## config.mk

```make
export PLATFORM = sky130hd
export DESIGN_NAME = seq_stepper
export DESIGN_NICKNAME = d
export VERILOG_FILES = /design/src/rtl/seq_stepper.sv
export SDC_FILE = /design/constraint.sdc
export NUM_CORES = 1
export LEC_CHECK = 0
export CAP_MARGIN = 20
export CORE_ASPECT_RATIO = 0.5
export CORE_MARGIN = 2
export CORE_UTILIZATION = 56
export CTS_CLUSTER_DIAMETER = 150
export CTS_CLUSTER_SIZE = 28
export DETAILED_ROUTE_END_ITERATION = 6
export PLACE_DENSITY = 0.93
export REMOVE_ABC_BUFFERS = 1
export SETUP_SLACK_MARGIN = 0.05
export SYNTH_ARGS = -nofsm -noshare
export SYNTH_HDL_FRONTEND = slang
export SYNTH_SLANG_ARGS = --single-unit
export TNS_END_PERCENT = 100
```

## constraint.sdc

```tcl
create_clock -name clk -period 5.3 [get_ports clk]
set_input_delay 1.06 -clock clk [delete_from_list [all_inputs] [get_ports clk]]
set_output_delay 1.06 -clock clk [all_outputs]
set_load 0.01 [all_outputs]
```

## src/rtl/seq_stepper.sv

```systemverilog
// seq_stepper: drives a seq_top pattern detector one bit at a time.
// It captures a pattern and length on start, clears the detector, then
// for every bit issues one det_next strobe, waits GAP cycles, and samples
// the detector's out/state_display. It reports hit statistics and whether
// the run was aborted because the detector reached its lock-up state.
//
// Ports:
//   clk, reset            clock and synchronous active-high reset
//   start                 1-cycle run request, ignored unless idle
//   pattern [MAX_LEN]     bits to send, bit len-1 first, bit 0 last
//   len [4]               bit count, clamped to MAX_LEN
//   det_state [3], det_out  detector state_display and out
//   det_reset, det_in, det_next  detector reset, data bit, step strobe
//   busy, done            FSM not idle / 1-cycle end-of-run pulse
//   hit, hit_idx [4], hit_count [4], locked  results of the last run
module seq_stepper #(
  parameter int         MAX_LEN   = 8,
  parameter int         GAP       = 2,
  parameter logic [2:0] LOCK_CODE = 3'd6
) (
  input  logic               clk,
  input  logic               reset,
  input  logic               start,
  input  logic [MAX_LEN-1:0] pattern,
  input  logic [3:0]         len,
  input  logic [2:0]         det_state,
  input  logic               det_out,
  output logic               det_reset,
  output logic               det_in,
  output logic               det_next,
  output logic               busy,
  output logic               done,
  output logic               hit,
  output logic [3:0]         hit_idx,
  output logic [3:0]         hit_count,
  output logic               locked
);

  typedef enum logic [2:0] {
    S_IDLE   = 3'd0,
    S_CLR    = 3'd1,
    S_DRIVE  = 3'd2,
    S_WAIT   = 3'd3,
    S_SAMPLE = 3'd4,
    S_DONE   = 3'd5
  } state_t;

  localparam logic [3:0] MAX_LEN4 = 4'(MAX_LEN);
  localparam logic [7:0] GAP_LAST = 8'(GAP - 1);

  state_t             state;
  state_t             state_nx;
  logic [7:0]         cnt;
  logic [MAX_LEN-1:0] pat;      // MSB is always the bit currently being sent
  logic [3:0]         len_q;
  logic [3:0]         k;
  logic [3:0]         len_c;
  logic               load;
  logic               sample;
  logic               advance;

  assign len_c = (len > MAX_LEN4) ? MAX_LEN4 : len;

  // State register.
  always_ff @(posedge clk) begin
    if (reset) begin
      state <= S_IDLE;
    end else begin
      state <= state_nx;
    end
  end

  // Next-state decode, datapath strobes and detector/status outputs.
  always_comb begin
    state_nx  = state;
    load      = 1'b0;
    sample    = 1'b0;
    advance   = 1'b0;
    det_next  = 1'b0;
    det_in    = 1'b0;
    busy      = 1'b1;
    done      = 1'b0;
    // Detector must be held in reset while our own reset is asserted.
    det_reset = reset | (state == S_CLR);
    case (state)
      S_IDLE: begin
        busy = 1'b0;
        if (start) begin
          load = 1'b1;
          if (len_c == 4'd0) begin
            state_nx = S_DONE;
          end else begin
            state_nx = S_CLR;
          end
        end else begin
          state_nx = S_IDLE;
        end
      end
      S_CLR: begin
        if (cnt == 8'd1) begin
          state_nx = S_DRIVE;
        end else begin
          state_nx = S_CLR;
        end
      end
      S_DRIVE: begin
        det_next = 1'b1;
        det_in   = pat[MAX_LEN-1];
        state_nx = S_WAIT;
      end
      S_WAIT: begin
        det_in = pat[MAX_LEN-1];
        if (cnt == GAP_LAST) begin
          state_nx = S_SAMPLE;
        end else begin
          state_nx = S_WAIT;
        end
      end
      S_SAMPLE: begin
        det_in = pat[MAX_LEN-1];
        sample = 1'b1;
        // Lock-up takes priority over normal end of pattern.
        if (det_state == LOCK_CODE) begin
          state_nx = S_DONE;
        end else if (k == (len_q - 4'd1)) begin
          state_nx = S_DONE;
        end else begin
          advance  = 1'b1;
          state_nx = S_DRIVE;
        end
      end
      S_DONE: begin
        done     = 1'b1;
        state_nx = S_IDLE;
      end
      default: begin
        state_nx = S_IDLE;
      end
    endcase
  end

  // Dwell counter, restarted on every state change (times CLR and WAIT).
  always_ff @(posedge clk) begin
    if (reset) begin
      cnt <= 8'd0;
    end else if (state_nx != state) begin
      cnt <= 8'd0;
    end else begin
      cnt <= cnt + 8'd1;
    end
  end

  // Pattern/step capture and result accumulation.
  always_ff @(posedge clk) begin
    if (reset) begin
      pat       <= '0;
      len_q     <= 4'd0;
      k         <= 4'd0;
      hit       <= 1'b0;
      hit_idx   <= 4'd0;
      hit_count <= 4'd0;
      locked    <= 1'b0;
    end else if (load) begin
      // Left-align so bit len-1 lands in the MSB and is sent first.
      pat       <= pattern << (MAX_LEN - 32'(len_c));
      len_q     <= len_c;
      k         <= 4'd0;
      hit       <= 1'b0;
      hit_idx   <= 4'd0;
      hit_count <= 4'd0;
      locked    <= 1'b0;
    end else begin
      if (sample) begin
        if (det_out) begin
          if (hit_count != 4'd15) begin
            hit_count <= hit_count + 4'd1;
          end
          if (!hit) begin
            hit     <= 1'b1;
            hit_idx <= k;
          end
        end
        if (det_state == LOCK_CODE) begin
          locked <= 1'b1;
        end
      end
      if (advance) begin
        k   <= k + 4'd1;
        pat <= {pat[MAX_LEN-2:0], 1'b0};
      end
    end
  end

endmodule

```

# Word-level counts from Yosys, hierarchy flattened
# Index checks and enable logic that the tools add are counted.
dict set report word_totals {
  reg_bits 37
  inputBits 19
  out_inout_bits 15
  wordCells 58
}
dict set report op_classes {
  add_sub_neg 5
  n_lt_le_gt_ge 1
  eq_ne 10
  n_shift 1
  mux 20
  bitwise 2
  reduce_logical 10
}
# cell n
set op_table {}
lappend op_table {{<< shifter 8 x 32 -> 8 bit} 1}
lappend op_table {{two-way mux 8 bit} 2}
lappend op_table {{two-way mux 3 bit} 5}
lappend op_table {{one-hot mux 3 bit (5 select lines)} 1}
lappend op_table {{two-way mux 1 bit} 10}
lappend op_table {{equality test 3 bit (second input constant)} 3}
lappend op_table {{adder 4 x 1 -> 4 bit (second input constant)} 2}
lappend op_table {{adder 8 x 1 -> 8 bit (second input constant)} 1}
lappend op_table {{equality test 8 x 1 -> 1 bit (second input constant)} 1}
lappend op_table {{equality test 3 x 2 -> 1 bit (second input constant)} 2}
lappend op_table {{AND reduction 3 bit} 2}
lappend op_table {{subtractor 4 x 4 -> 5 bit (first input constant)} 1}
lappend op_table {{equality test 4 bit} 1}
lappend op_table {{greater-than comparator 4 bit (second input constant)} 1}
lappend op_table {{zero test 4 bit} 1}
lappend op_table {{two-way mux 4 bit} 1}
lappend op_table {{!= test 4 bit (second input constant)} 1}
lappend op_table {{AND reduction 2 bit} 2}
lappend op_table {{OR reduction 2 bit} 2}
lappend op_table {{subtractor 4 x 1 -> 4 bit (second input constant)} 1}
lappend op_table {{equality test 3 x 1 -> 1 bit (second input constant)} 1}
lappend op_table {{zero test 3 bit} 1}
lappend op_table {{!= test 3 bit} 1}
lappend op_table {{OR reduction 3 bit} 1}
lappend op_table {{4 further kinds} 4}

# Longest topological paths before layout
dict set report depth {
  ltp_word 8
  depth_mapped 10
  ltp_nobuf 8
}

# Worst setup path before layout
# OpenSTA, ideal clock, no wires.
dict set report synth_timing {
  path_type {input port to output port}
  from {input reset}
  to {output det_reset}
  arrival_time_ns 1.874
  required_time_ns 4.240
  path_slack_ns 2.366
  cell_stages 3
  n_path_buf 2
  cell_sequence {clkbuf_1 -> buf_1 -> o21bai_1}
}
dict set report synth_between {
  elab_chain_len 1
}
# element line
set synth_lines {}
lappend synth_lines {{start: declaration} 22} ;# input logic reset,
lappend synth_lines {{bitwise OR 1 bit} 84} ;# det_reset = reset | (state == S_CLR);
lappend synth_lines {{end: declaration} 28} ;# output logic det_reset,
# Every way passes these cells.

# Worst setup path in the final report
dict set report layout_timing {
  from {input len[3]}
  to {register pat[7]}
}
dict set report layout_between {
  elab_chain_len 5
}
# element line
set layout_lines {}
lappend layout_lines {{start: declaration} 25} ;# input logic [3:0] len,
lappend layout_lines {{greater-than comparator 4 bit} 62} ;# assign len_c = (len > MAX_LEN4) ? MAX_LEN4 : len;
lappend layout_lines {{two-way mux 4 bit (*)} 62}
lappend layout_lines {{subtractor 4 x 4 -> 5 bit (*)} 165} ;# pat <= pattern << (MAX_LEN - 32'(len_c));
lappend layout_lines {{<< shifter 8 x 32 -> 8 bit (*)} 165}
lappend layout_lines {{two-way mux 8 bit (*)} 163} ;# end else if (load) begin
lappend layout_lines {{end signal: assignment} 165}
lappend layout_lines {{end signal: assignment} 189} ;# pat <= {pat[MAX_LEN-2:0], 1'b0};
lappend layout_lines {{end: declaration} 54} ;# logic [MAX_LEN-1:0] pat;
# Mark *: on every way between the ends. The rest lies on a longest branch, timed or not.
# A chain may end at the register's enable or synchronous reset.

==> metrics.txt <==
Post-CTS Hold Fix Bufs=0; largest family of logic cells by synthesized area=simple AND/OR/NAND/NOR gates; GRT Total Usage=between 20 and 25%; Synth Area in Compound Gates=20.4%; asr flop ratio synth=0%; clk_lat worst skew=approximately 0.29 ns; max-cap violation count=0; leakage power=0.943 nW; Vias=1844; Avg Synthesized Cell Area=roughly 8.8 um2; Final GP Congestion=~0.9; share of the synthesized area in the top cell type=35.5%; Top Ports=34; vias in the first global route=1588; Fin Setup TNS=0 ns; Seq pwr share=between 40% and 50%; Slew Limit Fails=0; critical path class=input port to register; Resized cells post-CTS=0; Crit path arrival time=3.95 ns; Root Buffer=clkbuf_8; clock-pin slew on the worst setup and hold paths=0.07 ns; register bit total from synthesis=37; critical path launch point type=input port; number of buffers created by CTS=5; Fill cells=260; sw power=roughly 0.00018 W; global-route wire length before repair=7270 um; Hold Crit Class=register to register; Post-synth EDFFs=0; largest net degree at the start of global routing=21; power share of the clock group=32.1%; share of cells above drive strength 1=10.8%; drt initial violations=129; total chip power=0.000630 W; Crit. Startpoint=len[3]; Synth Area in Simple Gates=22.3%; pre-CTS setup slack=1.23 ns; DIE AREA=4260 um2; Max IR drop VDD=0.131 mV; post-synth top area cell=dfxtp_1; antenna viol nets, final=0; Pre-antenna DRT Iters=4; Ys Warns=0; Post-CTS Setup Inserts=0; H-tree depth reported by CTS=2; post-synthesis xor/xnor area fraction=6.96%; r2r worst-path depth=7; switching portion of total power=28.1%; Clock Tree Buf Depth=2; hold depth=2; Initial Util=59.7%; Pwr Density=250 nW/um2; worst path required time=5.45 ns; final hold vios=0; post-synthesis sequential area ratio=35.5%; crit end category=register; period utilisation layout=71.6%; flop-to-flop setup slack=about 3.1 ns; CTS tree=built; combinational share of power=20.2%; Reg-to-Reg Start=len_q[0]; Die Height=47.2 um; Rows=15; internal power=0.000453 W; Die Wd=about 90 um; largest cells by area after synthesis=dfxtp_1 (36%), nor2_1 (4.5%), a21oi_1 (4.1%); DR DRC count=0; Most used DFF post-synth=dfxtp_1; worst-margin pin slew=0.635 ns; crit path max fanout=11; final wirelength=4620 um; dpl hpwl=~3400 um; core box area=3490 um2; status=completed; final net count=slightly below 300; clock sink count=37; mux cell area share after synthesis=6.12%; FMAX=0.263 GHz; Clock Skew=0.00461 ns; grt total ovfl=0; mean number of vias per cell=5.78; initial antenna violation count=0; Min-Delay Startpoint=pat[6]; Layout area overhead=20.8%; Synth Area in Adders=3.60%; Final Non-Filler Cells=319; Setup-failing EPs final=0; Wirelength per Cell=roughly 14 um; Final min period=3.80 ns; Port-buffer cells=33; ANT cells=0; DP Cell Count=~310; Yosys cell types=55; relative slew slack=~58%; Mapped Cells=237; synthesized cell area=between 2000 and 2500 um2; fin worst setup slack=about 1.5 ns; RSZ-0062 raised after global routing=false
==> through the flow <==
stage / hold WS (ns) / cell area, um2 / utilization (%)
5_1_grt: 0.492 / 2520 / 72.2
4_1_cts: 0.469 / 2520 / 72.2
3_5_place_dp: 0.458 / 2430 / 69.6
6_report: 0.468 / 2520 / 72.2
3_3_place_gp: 0.449 / 2430 / 69.6
2_1_floorplan: 0.431 / 2030 / -
==> placed cells by master, fill, tap and decap left out, types with 3 or more instances in the layout <==
cell type / synthesis / routed
nor2b_1: 3 / 3
nand3_1: 9 / 9
mux2i_1: 6 / 6
ha_1: 6 / 6
dfxtp_1: 37 / 37
mux4_2: 3 / 3
clkbuf_8: 0 / 6
clkdlybuf4s50_1: 0 / 33
inv_1: 12 / 12
nor2_1: 25 / 25
a31oi_1: 3 / 3
xnor2_1: 5 / 5
a21oi_1: 17 / 17
o21ai_0: 15 / 15
o221a_2: 3 / 3
a221oi_2: 4 / 4
and3_1: 4 / 4
xor2_1: 9 / 9
nand2_1: 21 / 21
nor3_1: 6 / 6
==> logic make-up after synthesis <==
group	count (synthesis)
xor+xnor	15
mux	9
buf+inv	23
flops	37
simple gates	86
fa+ha+maj	6
compound gates	61
==> cell type report <==
| class | instances | area, um2 | share of cell area, % |
|---|---|---|---|
| Multi-Input combinational cell | 177 | 1240 | 49.1 |
| Sequential cell | 37 | 741 | 29.4 |
| Timing Repair Buffer | 34 | 338 | 13.4 |
| Clock buffer | 6 | 82.6 | 3.28 |
| Tap cell | 51 | 63.8 | 2.53 |
| Inverter | 13 | 48.8 | 1.94 |
| Clock inverter | 1 | 7.51 | 0.298 |
==> power groups by stage <==
stage | Sequential [W] | Clock (W) | Combinational [W]
after floorplan | 0.000304 | 0 | 0.0000830
after CTS | 0.000301 | 0.000202 | 0.000126
after global placement | 0.000306 | 0 | 0.000122
after global routing | 0.000302 | 0.000214 | 0.000138
after detailed placement | 0.000307 | 0 | 0.000125
final | 0.000301 | 0.000202 | 0.000127
==> worst max-delay path: stages <==
cell and delay, ns:
clkdlybuf4s50_1 0.58, nor2b_1 0.56, inv_2 0.15, ha_1 0.59, mux2i_1 0.30, mux2i_1 0.14, a32o_1 0.27, a31oi_1 0.19
a221oi_2 0.10
==> flip-flops by register name, indices dropped and copies added, names as in the netlist <==
signal,count
cnt,8
pat,8
hit_count,4
hit_idx,4
k,4
len_q,4
state,3
hit,1
locked,1
==> path summary, 6_finish.rpt <==
path	endpoint
max reg2reg	pat[7]
min reg2reg	pat[6]
max	pat[7]
min	pat[6]
==> synth_stat cells, types with 5 or more instances <==
| cell type | n |
|---|---|
| dfxtp_1 | 37 |
| nor2_1 | 25 |
| nand2_1 | 21 |
| a21oi_1 | 17 |
| o21ai_0 | 15 |
| inv_1 | 12 |
| nand3_1 | 9 |
| xor2_1 | 9 |
| ha_1 | 6 |
| mux2i_1 | 6 |
| nor3_1 | 6 |
| buf_2 | 5 |
| xnor2_1 | 5 |
==> metal layers <==
metal  global-route usage, %  part of all wire, %  vias up
met5                       0                    0        -
met4                    8.31                  1.6        0
met3                    4.82                  3.8       10
met2                    39.8                   47       44
met1                    27.6                   47      881
li1                        -                    -      909
(Power assumes the default switching activity.)
